--- config.mk ---
export PLATFORM = sky130hd
export DESIGN_NAME = thread_fetch
export DESIGN_NICKNAME = d
export VERILOG_FILES = /design/src/rtl/thread_fetch.sv
export SDC_FILE = /design/constraint.sdc
export NUM_CORES = 1
export LEC_CHECK = 0
export ABC_AREA = 1
export BUFFER_PORTS_ARGS = -buffer_cell sky130_fd_sc_hd__buf_2
export CAP_MARGIN = 20
export CORE_ASPECT_RATIO = 1.75
export CORE_UTILIZATION = 24
export CTS_CLUSTER_DIAMETER = 150
export DETAILED_ROUTE_END_ITERATION = 16
export GPL_ROUTABILITY_DRIVEN = 0
export MAX_ROUTING_LAYER = met4
export PLACE_DENSITY = 0.37
export SYNTH_ARGS = -nofsm -noshare
export SYNTH_HDL_FRONTEND = slang
export SYNTH_SLANG_ARGS = --single-unit
--- constraint.sdc ---
create_clock -name CLK -period 7.4 [get_ports CLK]
set_clock_uncertainty 0.2 [all_clocks]
set_input_delay 1.48 -clock CLK [delete_from_list [all_inputs] [get_ports CLK]]
set_output_delay 1.48 -clock CLK [all_outputs]
set_load 0.05 [all_outputs]
--- src/rtl/thread_fetch.sv ---
// thread_fetch: four-thread round-robin instruction fetch stage.
// Each thread owns a PC. One runnable thread is picked per cycle, starting
// the scan just after the thread picked last. Execute-stage redirects and
// halts are merged here, and a one-entry registered fetch slot feeds imem.
module thread_fetch #(
  parameter int INSTMEM_LOG2_DEEP = 8,
  parameter int THREAD_BASE_0     = 0,
  parameter int THREAD_BASE_1     = 64,
  parameter int THREAD_BASE_2     = 128,
  parameter int THREAD_BASE_3     = 192
) (
  input  logic                         CLK,
  input  logic                         RST,
  input  logic                         en_i,
  input  logic                         stall_i,
  input  logic [3:0]                   thread_active_i,
  input  logic                         redir_valid_i,
  input  logic [1:0]                   redir_thread_i,
  input  logic [INSTMEM_LOG2_DEEP-1:0] redir_pc_i,
  input  logic                         halt_valid_i,
  input  logic [1:0]                   halt_thread_i,
  output logic [INSTMEM_LOG2_DEEP-1:0] imem_addr_o,
  output logic                         valid_o,
  output logic [1:0]                   thread_id_o,
  output logic [INSTMEM_LOG2_DEEP-1:0] pc_carry_baggage_o,
  output logic [3:0]                   thread_done_o
);

  localparam int AW = INSTMEM_LOG2_DEEP;
  localparam logic [AW-1:0] PC_ONE  = AW'(1);
  localparam logic [AW-1:0] PC_ZERO = AW'(0);

  // Reset PC of each thread; the default arm is never reached for a 2-bit id.
  function automatic logic [AW-1:0] base_pc(input logic [1:0] tid);
    logic [AW-1:0] res;
    case (tid)
      2'd0:    res = AW'(THREAD_BASE_0);
      2'd1:    res = AW'(THREAD_BASE_1);
      2'd2:    res = AW'(THREAD_BASE_2);
      2'd3:    res = AW'(THREAD_BASE_3);
      default: res = AW'(THREAD_BASE_0);
    endcase
    return res;
  endfunction

  // Round-robin pick: scan last+1 .. last+4 (mod 4), return {found, thread}.
  function automatic logic [2:0] rr_pick(input logic [3:0] run, input logic [1:0] last);
    logic [2:0] res;
    logic [1:0] idx;
    res = 3'b000;
    for (int i = 1; i <= 4; i++) begin
      idx = last + 2'(i);
      if (!res[2] && run[idx]) begin
        res = {1'b1, idx};
      end else begin
        res = res;
      end
    end
    return res;
  endfunction

  // State registers.
  logic [AW-1:0] pc_q [4];
  logic [AW-1:0] pc_d [4];
  logic [3:0]    done_q;
  logic [3:0]    done_d;
  logic [1:0]    rr_last_q;
  logic [1:0]    rr_last_d;
  logic [AW-1:0] addr_q;
  logic [AW-1:0] addr_d;
  logic [AW-1:0] bag_q;
  logic [AW-1:0] bag_d;
  logic [1:0]    tid_q;
  logic [1:0]    tid_d;
  logic          valid_q;
  logic          valid_d;

  // Combinational helpers.
  logic [3:0]    halt_dec_s;
  logic [3:0]    redir_dec_s;
  logic [3:0]    runnable_s;
  logic [2:0]    pick_s;
  logic [1:0]    sel_s;
  logic          any_run_s;
  logic          issue_s;
  logic [AW-1:0] eff_pc_s;
  logic [AW-1:0] eff_pc_inc_s;
  logic          squash_s;

  // Decode halts/redirects, compute runnable set, pick a thread and its effective PC.
  always_comb begin
    halt_dec_s  = 4'b0000;
    redir_dec_s = 4'b0000;
    if (halt_valid_i) begin
      halt_dec_s = 4'b0001 << halt_thread_i;
    end else begin
      halt_dec_s = 4'b0000;
    end
    if (redir_valid_i) begin
      redir_dec_s = 4'b0001 << redir_thread_i;
    end else begin
      redir_dec_s = 4'b0000;
    end
    // A thread halting this cycle is already ineligible.
    runnable_s = thread_active_i & ~done_q & ~halt_dec_s;
    pick_s     = rr_pick(runnable_s, rr_last_q);
    any_run_s  = pick_s[2];
    sel_s      = pick_s[1:0];
    issue_s    = en_i & ~stall_i & any_run_s;
    if (redir_dec_s[sel_s]) begin
      eff_pc_s = redir_pc_i;
    end else begin
      eff_pc_s = pc_q[sel_s];
    end
    eff_pc_inc_s = eff_pc_s + PC_ONE;
    // A redirect to the owner of a held fetch invalidates that fetch.
    squash_s = valid_q & redir_valid_i & (redir_thread_i == tid_q);
  end

  // Next-state: issue, stall hold/squash, idle bubble, PC and done updates.
  always_comb begin
    addr_d    = addr_q;
    bag_d     = bag_q;
    tid_d     = tid_q;
    valid_d   = valid_q;
    rr_last_d = rr_last_q;
    done_d    = done_q | halt_dec_s;
    for (int n = 0; n < 4; n++) begin
      pc_d[n] = pc_q[n];
    end

    // Redirect writes land even when that thread is not issued this cycle.
    for (int n = 0; n < 4; n++) begin
      if (redir_dec_s[n]) begin
        pc_d[n] = redir_pc_i;
      end else begin
        pc_d[n] = pc_q[n];
      end
    end

    if (issue_s) begin
      addr_d    = eff_pc_s;
      bag_d     = eff_pc_inc_s;
      tid_d     = sel_s;
      valid_d   = 1'b1;
      rr_last_d = sel_s;
      // The issued thread advances past its effective PC (overrides redirect write).
      for (int n = 0; n < 4; n++) begin
        if (sel_s == 2'(n)) begin
          pc_d[n] = eff_pc_inc_s;
        end else begin
          pc_d[n] = pc_d[n];
        end
      end
    end else if (stall_i) begin
      if (squash_s) begin
        valid_d = 1'b0;
      end else begin
        valid_d = valid_q;
      end
    end else begin
      // Not stalled but nothing to issue: bubble.
      valid_d = 1'b0;
    end
  end

  // State update with asynchronous active-low reset.
  always_ff @(posedge CLK or negedge RST) begin
    if (!RST) begin
      for (int n = 0; n < 4; n++) begin
        pc_q[n] <= base_pc(2'(n));
      end
      done_q    <= 4'b0000;
      rr_last_q <= 2'd3;
      addr_q    <= PC_ZERO;
      bag_q     <= PC_ZERO;
      tid_q     <= 2'd0;
      valid_q   <= 1'b0;
    end else begin
      for (int n = 0; n < 4; n++) begin
        pc_q[n] <= pc_d[n];
      end
      done_q    <= done_d;
      rr_last_q <= rr_last_d;
      addr_q    <= addr_d;
      bag_q     <= bag_d;
      tid_q     <= tid_d;
      valid_q   <= valid_d;
    end
  end

  assign imem_addr_o        = addr_q;
  assign pc_carry_baggage_o = bag_q;
  assign thread_id_o        = tid_q;
  assign valid_o            = valid_q;
  assign thread_done_o      = done_q;

endmodule

# Yosys cells after proc, flatten, opt, wreduce, memory -nomap -nowiden
# Cells that the tools add are included.
# Widths: inputs -> output; s select.
# totals
out_inout_bits,23
wordCells,77
in_bits,22
ff_bits,57
# classes
n_addsub,4
eq_ne,5
n_lt_le_gt_ge,6
n_bitwise,11
shift,2
reduce_logical,7
n_mux,32
# ops
operator,count
$mux 8,11
$mux 32,1
$bmux 8 s2,1
$lt 2x3->1 const B,5
$mux 3,4
$bmux 1 s2,5
$add 8x1->8 const B,1
$and 4x4->4,2
$mux 1,8
$mux 4,2
$not 4->4,2
$shl 1x2->4 const A,2
$add 2x2->2 const B,2
$and 1x1->1,4
$eq 2x2->1 const B,2
$or 4x4->4,1
$ge 3x3->1 const B,1
$logic_and 1x1->1,3
$logic_not 1->1,3
$ne 3x1->1 const B,1
$not 2->3,1
$add 2x1->2 const B,1
$eq 2x1->1 const B,1
$eq 2x2->1,1
other kinds (2),2

# Longest topological paths before layout
# depth
ltp_word,24
depth_mapped,23
mapped_depth_nobuf,22

# Worst setup path after synthesis
# No wires, ideal clock.
# synth_timing
kind,input port to flip-flop
start,input port thread_active_i[1]
end,register pc_q[10] in the netlist's numbering
path_stages,19
setup_ns,0.083
path_buffers,1
required_ns,7.117
t_arrival_ns,3.550
path_slack_ns,3.567
path_cell_list,inv_1 nor2_1 nand3_1 nand3_1 nand2_1 nand3_2 nand2_1 nand2_1 nand2_2 buf_6 nand3_1 nand2_2 nor2_8 nand2_2 nand2_2 ha_1 xor2_1 nand2_1 o21ai_0
# synth_lines
element,line_no,source
start: declaration,16,"input logic [3:0] thread_active_i,"
end signal: indexed assignment,171,pc_q[n] <= base_pc(2'(n));
end signal: indexed assignment,181,pc_q[n] <= pc_d[n];
end: declaration,63,logic [AW-1:0] pc_q [4];

==> impl_table.tex <==
\begin{tabular}{lr}
\hline
Metric & Value \\
\hline
\multicolumn{2}{l}{\textbf{Worst setup path}} \\
Cell type with the highest occurrence count on the critical path & nand2\_1 \\
Crit path cell chain & buf\_2 -> nor2\_1 -> nand2\_1 -> nand3\_1 -> nand2\_1 -> nand2\_1 -> nand2\_1 -> nand3\_2 -> nand2\_1 -> a21oi\_2 -> nand2\_1 -> nand2\_2 -> nand2\_1 -> nand2\_2 -> ha\_1 -> xor2\_1 -> nand2\_1 -> o21ai\_0 \\
Required time at the worst-slack endpoint & between 7000 and 8000 ps \\
Largest fanout on the critical path & 15 \\
Crit path buffers/inverters & 1 \\
Maximum cell stage delay along the critical path & 670 ps \\
Sort of element at the end of the critical path & register \\
Cell with the largest stage delay on the worst path & a21oi\_2 \\
Kind of launch point of the worst setup path & primary input \\
Arrival time at the worst endpoint & around 4600 ps \\
Worst Path Class, Setup & in -> reg \\
CP top delay family & simple AND/OR/NAND/NOR gates \\
\multicolumn{2}{l}{\textbf{Final layout}} \\
Number of nets at the end of the flow & between 500 and 600 \\
Synthesis-to-finish area growth & 19.50\% \\
Post-layout util & slightly below 30\% \\
Proportion of layout cells with a drive suffix above 1 & around a fifth \\
Fin cells & roughly 730 \\
Fill cell count & 1654 \\
Final cell area excluding filler cells & $\sim$0.0043 mm\^{}2 \\
Count of inserted antenna diode cells & 0 \\
Sequential cell area in the final layout & between 0.001 and 0.0015 mm\^{}2 \\
Total area of multi-input combinational cells & roughly 0.0019 mm\^{}2 \\
\multicolumn{2}{l}{\textbf{Route}} \\
Routed WL per cell & 17.93 um \\
Wire length the detailed router placed on met1 & approximately 4800 um \\
Count of TritonRoute iterations in the first routing pass & 5 \\
Total routed wirelength & between 10000 and 15000 um \\
DR vias/cell & about 4.8 \\
Number of nets still failing antenna checks after routing & 0 \\
DR WL met2 & 7170 um \\
Number of remaining DRC errors & 0 \\
Met3 WL post-DR & between 300 and 400 um \\
Total number of vias & about 3500 \\
Number of DRC markers after the initial detailed-route iteration & 172 \\
Top layer in use & met4 \\
\multicolumn{2}{l}{\textbf{Die}} \\
Die boundary height & 164.7 um \\
Die extent in x & 94.98 um \\
Number of core rows & just under 60 \\
Overall die area & approximately 0.016 mm\^{}2 \\
Initial Util & between 20\% and 30\% \\
IO Count & 45 \\
Core Region & between 0.01 and 0.015 mm\^{}2 \\
\multicolumn{2}{l}{\textbf{Timing}} \\
Slew at the pin with the worst max-slew slack & about 830 ps \\
Hold slack final & about 280 ps \\
Time the final worst path needs with I/O delays and setup & 4586 ps \\
Hold Fails Final Rpt & 0 \\
Total negative slack for setup checks & 0 ps \\
Final setup slack of the worst path & around 2800 ps \\
Period Utilization, post-route & between 60\% and 70\% \\
Final-report setup violation count & 0 \\
Worst slew slack as a fraction of its limit & between 40\% and 50\% \\
Highest clock rate & 218.1 MHz \\
Final Max Tran Viols & 0 \\
Setup repair after global routing missed its margin & false \\
\multicolumn{2}{l}{\textbf{Global route}} \\
Largest net degree at the start of global routing & between 50 and 60 \\
GRT Resource Usage Total & between 10\% and 20\% \\
Initial antenna violation count & 0 \\
Vias in the first global route & 3558 \\
Remaining global-route overflow & 0 \\
Global-route wire length before repair & roughly 20000 um \\
\multicolumn{2}{l}{\textbf{Clock network}} \\
Clock transition at the register clock pins on the worst setup and hold paths after CTS & 50 ps \\
Clock sink total & 57 \\
Post-cts sizing count & 0 \\
Max clock buf depth & 2 \\
Buffer cell driving the clock tree root & clkbuf\_16 \\
Clock latency on the worst-skew pair & $\sim$340 ps \\
Number of buffers created by CTS & 9 \\
Number of post-CTS setup repair buffers & 0 \\
\# hold bufs at CTS & 0 \\
TritonCTS clock tree & done \\
H-tree levels & 3 \\
\multicolumn{2}{l}{\textbf{Run status}} \\
Result of the run & completed \\
\multicolumn{2}{l}{\textbf{Placed design}} \\
Placed cell count & a little over 700 \\
Buffers on Ports & 44 \\
DP Area & $\sim$0.0040 mm\^{}2 \\
HPWL reported at the end of detailed placement & $\sim$9600 um \\
Worst setup timing slack at the placement stage & 2474 ps \\
\multicolumn{2}{l}{\textbf{Power and ir drop}} \\
PD cells & about 480 mW/mm\^{}2 \\
Worst-case vdd ir drop & 172.9 uV \\
Total design power & 2.093 mW \\
Leak & roughly 2.1 nW \\
\multicolumn{2}{l}{\textbf{Yosys}} \\
Sequential cell area fraction in the yosys report & about 40\% \\
Distinct cells, synth & 33 \\
Cells after synthesis & approximately 500 \\
Area of the mapped netlist & roughly 0.0036 mm\^{}2 \\
Synth async-reset ratio & between 90\% and 100\% \\
Number of synthesized flops with an enable pin & 0 \\
Area share of the leading cell type in the synthesized netlist & roughly a third \\
Synthesized Nets & 521 \\
Leading area contributor after synthesis & dfrtp\_1 \\
Leading cell types by total area after synthesis & dfrtp\_1, nand2\_1, nand3\_1, o211ai\_1, inv\_1 \\
Number of flip-flops and latches in the synthesized netlist & 57 \\
Main synth FF type & dfrtp\_1 \\
Synthesized area divided by synthesized cell count & roughly 7.3 um\^{}2 \\
Syn. warnings & 0 \\
\multicolumn{2}{l}{\textbf{Min path}} \\
Worst hold path type & reg -> reg \\
\multicolumn{2}{l}{\textbf{Flow run}} \\
Max-capacitance violation count & 0 \\
\hline
\end{tabular}
where the power goes:
group          total [mW]  internal (mW)  switching [mW]  leakage (nW)
clock network       0.454          0.303           0.151         0.159
registers           0.512          0.433          0.0797         0.648
logic                1.13          0.296           0.831          1.30
final timing paths:
path | start | to | slack (ps) | depth (start not counted)
min in group asynchronous | RST | thread_done_o[2]$_DFF_PN0_ | 1100 | 2
worst max register to register | rr_last_q[0]$_DFFE_PN1P_ | pc_q[2]$_DFF_PN0_ | 3380 | 16
max in group asynchronous | RST | thread_done_o[1]$_DFF_PN0_ | 5330 | 2
worst min register to register | thread_done_o[3]$_DFF_PN0_ | thread_done_o[3]$_DFF_PN0_ | 280 | 2
worst min-delay path | thread_done_o[3]$_DFF_PN0_ | thread_done_o[3]$_DFF_PN0_ | 280 | 2
worst max-delay path | halt_thread_i[0] | pc_q[2]$_DFF_PN0_ | 2810 | 18
flip-flops by register name, indices dropped and copies added (netlist names):
name	count
imem_addr_o	8
rr_last_q	2
valid_o	1
pc_carry_baggage_o	8
thread_id_o	2
thread_done_o	4
pc_q	32
synthesized netlist by cell type, types with 4 or more instances:
library cell and instances:
nor3_1 4, nand4_1 4, dfstp_2 6, clkbuf_1 9
nor2_2 6, nand2_2 14, buf_2 4, buf_6 5
nand3b_1 10, o21ai_0 28, nor2_1 23, nand3_2 9
o211ai_1 27, nand2_1 163, o21ai_1 12, nand3_1 52
inv_1 49, dfrtp_1 51
layout make-up:
cell class | instances | area share (%)
Clock buffer | 11 | 5.594
Multi-Input combinational cell | 369 | 43.51
Timing Repair Buffer | 50 | 6.113
Tap cell | 183 | 5.277
Sequential cell | 57 | 33.05
Clock inverter | 5 | 1.817
Inverter | 53 | 4.642
worst register-to-register path: cells and delay by family, from the launching register on:
family	cells	cell delay, ps
xor+xnor	1	410
compound gates	2	770
buf+inv	1	120
fa+ha+maj	1	310
simple gates	11	1370
flops	1	740
cells in the final DEF, fill, tap and decap left out, types with 4 or more instances in the layout:
| cell | count |
|---|---|
| nand2_1 | 163 |
| nand3_1 | 52 |
| dfrtp_1 | 51 |
| inv_1 | 49 |
| buf_2 | 44 |
| o21ai_0 | 28 |
| o211ai_1 | 27 |
| nor2_1 | 23 |
| nand2_2 | 14 |
| o21ai_1 | 12 |
| nand3b_1 | 10 |
| nand3_2 | 9 |
| clkbuf_16 | 9 |
| nor2_2 | 6 |
| dfstp_2 | 6 |
| buf_4 | 6 |
| nand4_1 | 4 |
metal layers:
| metal | up-vias | global-route usage [%] |
|---|---|---|
| met5 | - | - |
| met4 | 0 | 11.02 |
| met3 | 38 | 2.993 |
| met2 | 88 | 33.62 |
| met1 | 1663 | 18.22 |
| li1 | 1708 | - |
cells by family after synthesis:
kind of cell / after synthesis / share of synthesized area [%]
buffers and inverters: 72 / 8.787
AND/OR/NAND/NOR: 289 / 37.11
adder cells (fa/ha/maj): 1 / 0.3445
XOR/XNOR: 3 / 1.448
AO/OA/AOI/OAI: 76 / 12.82
flip-flops: 57 / 39.49
No activity file was read; power rests on OpenSTA's default activity.
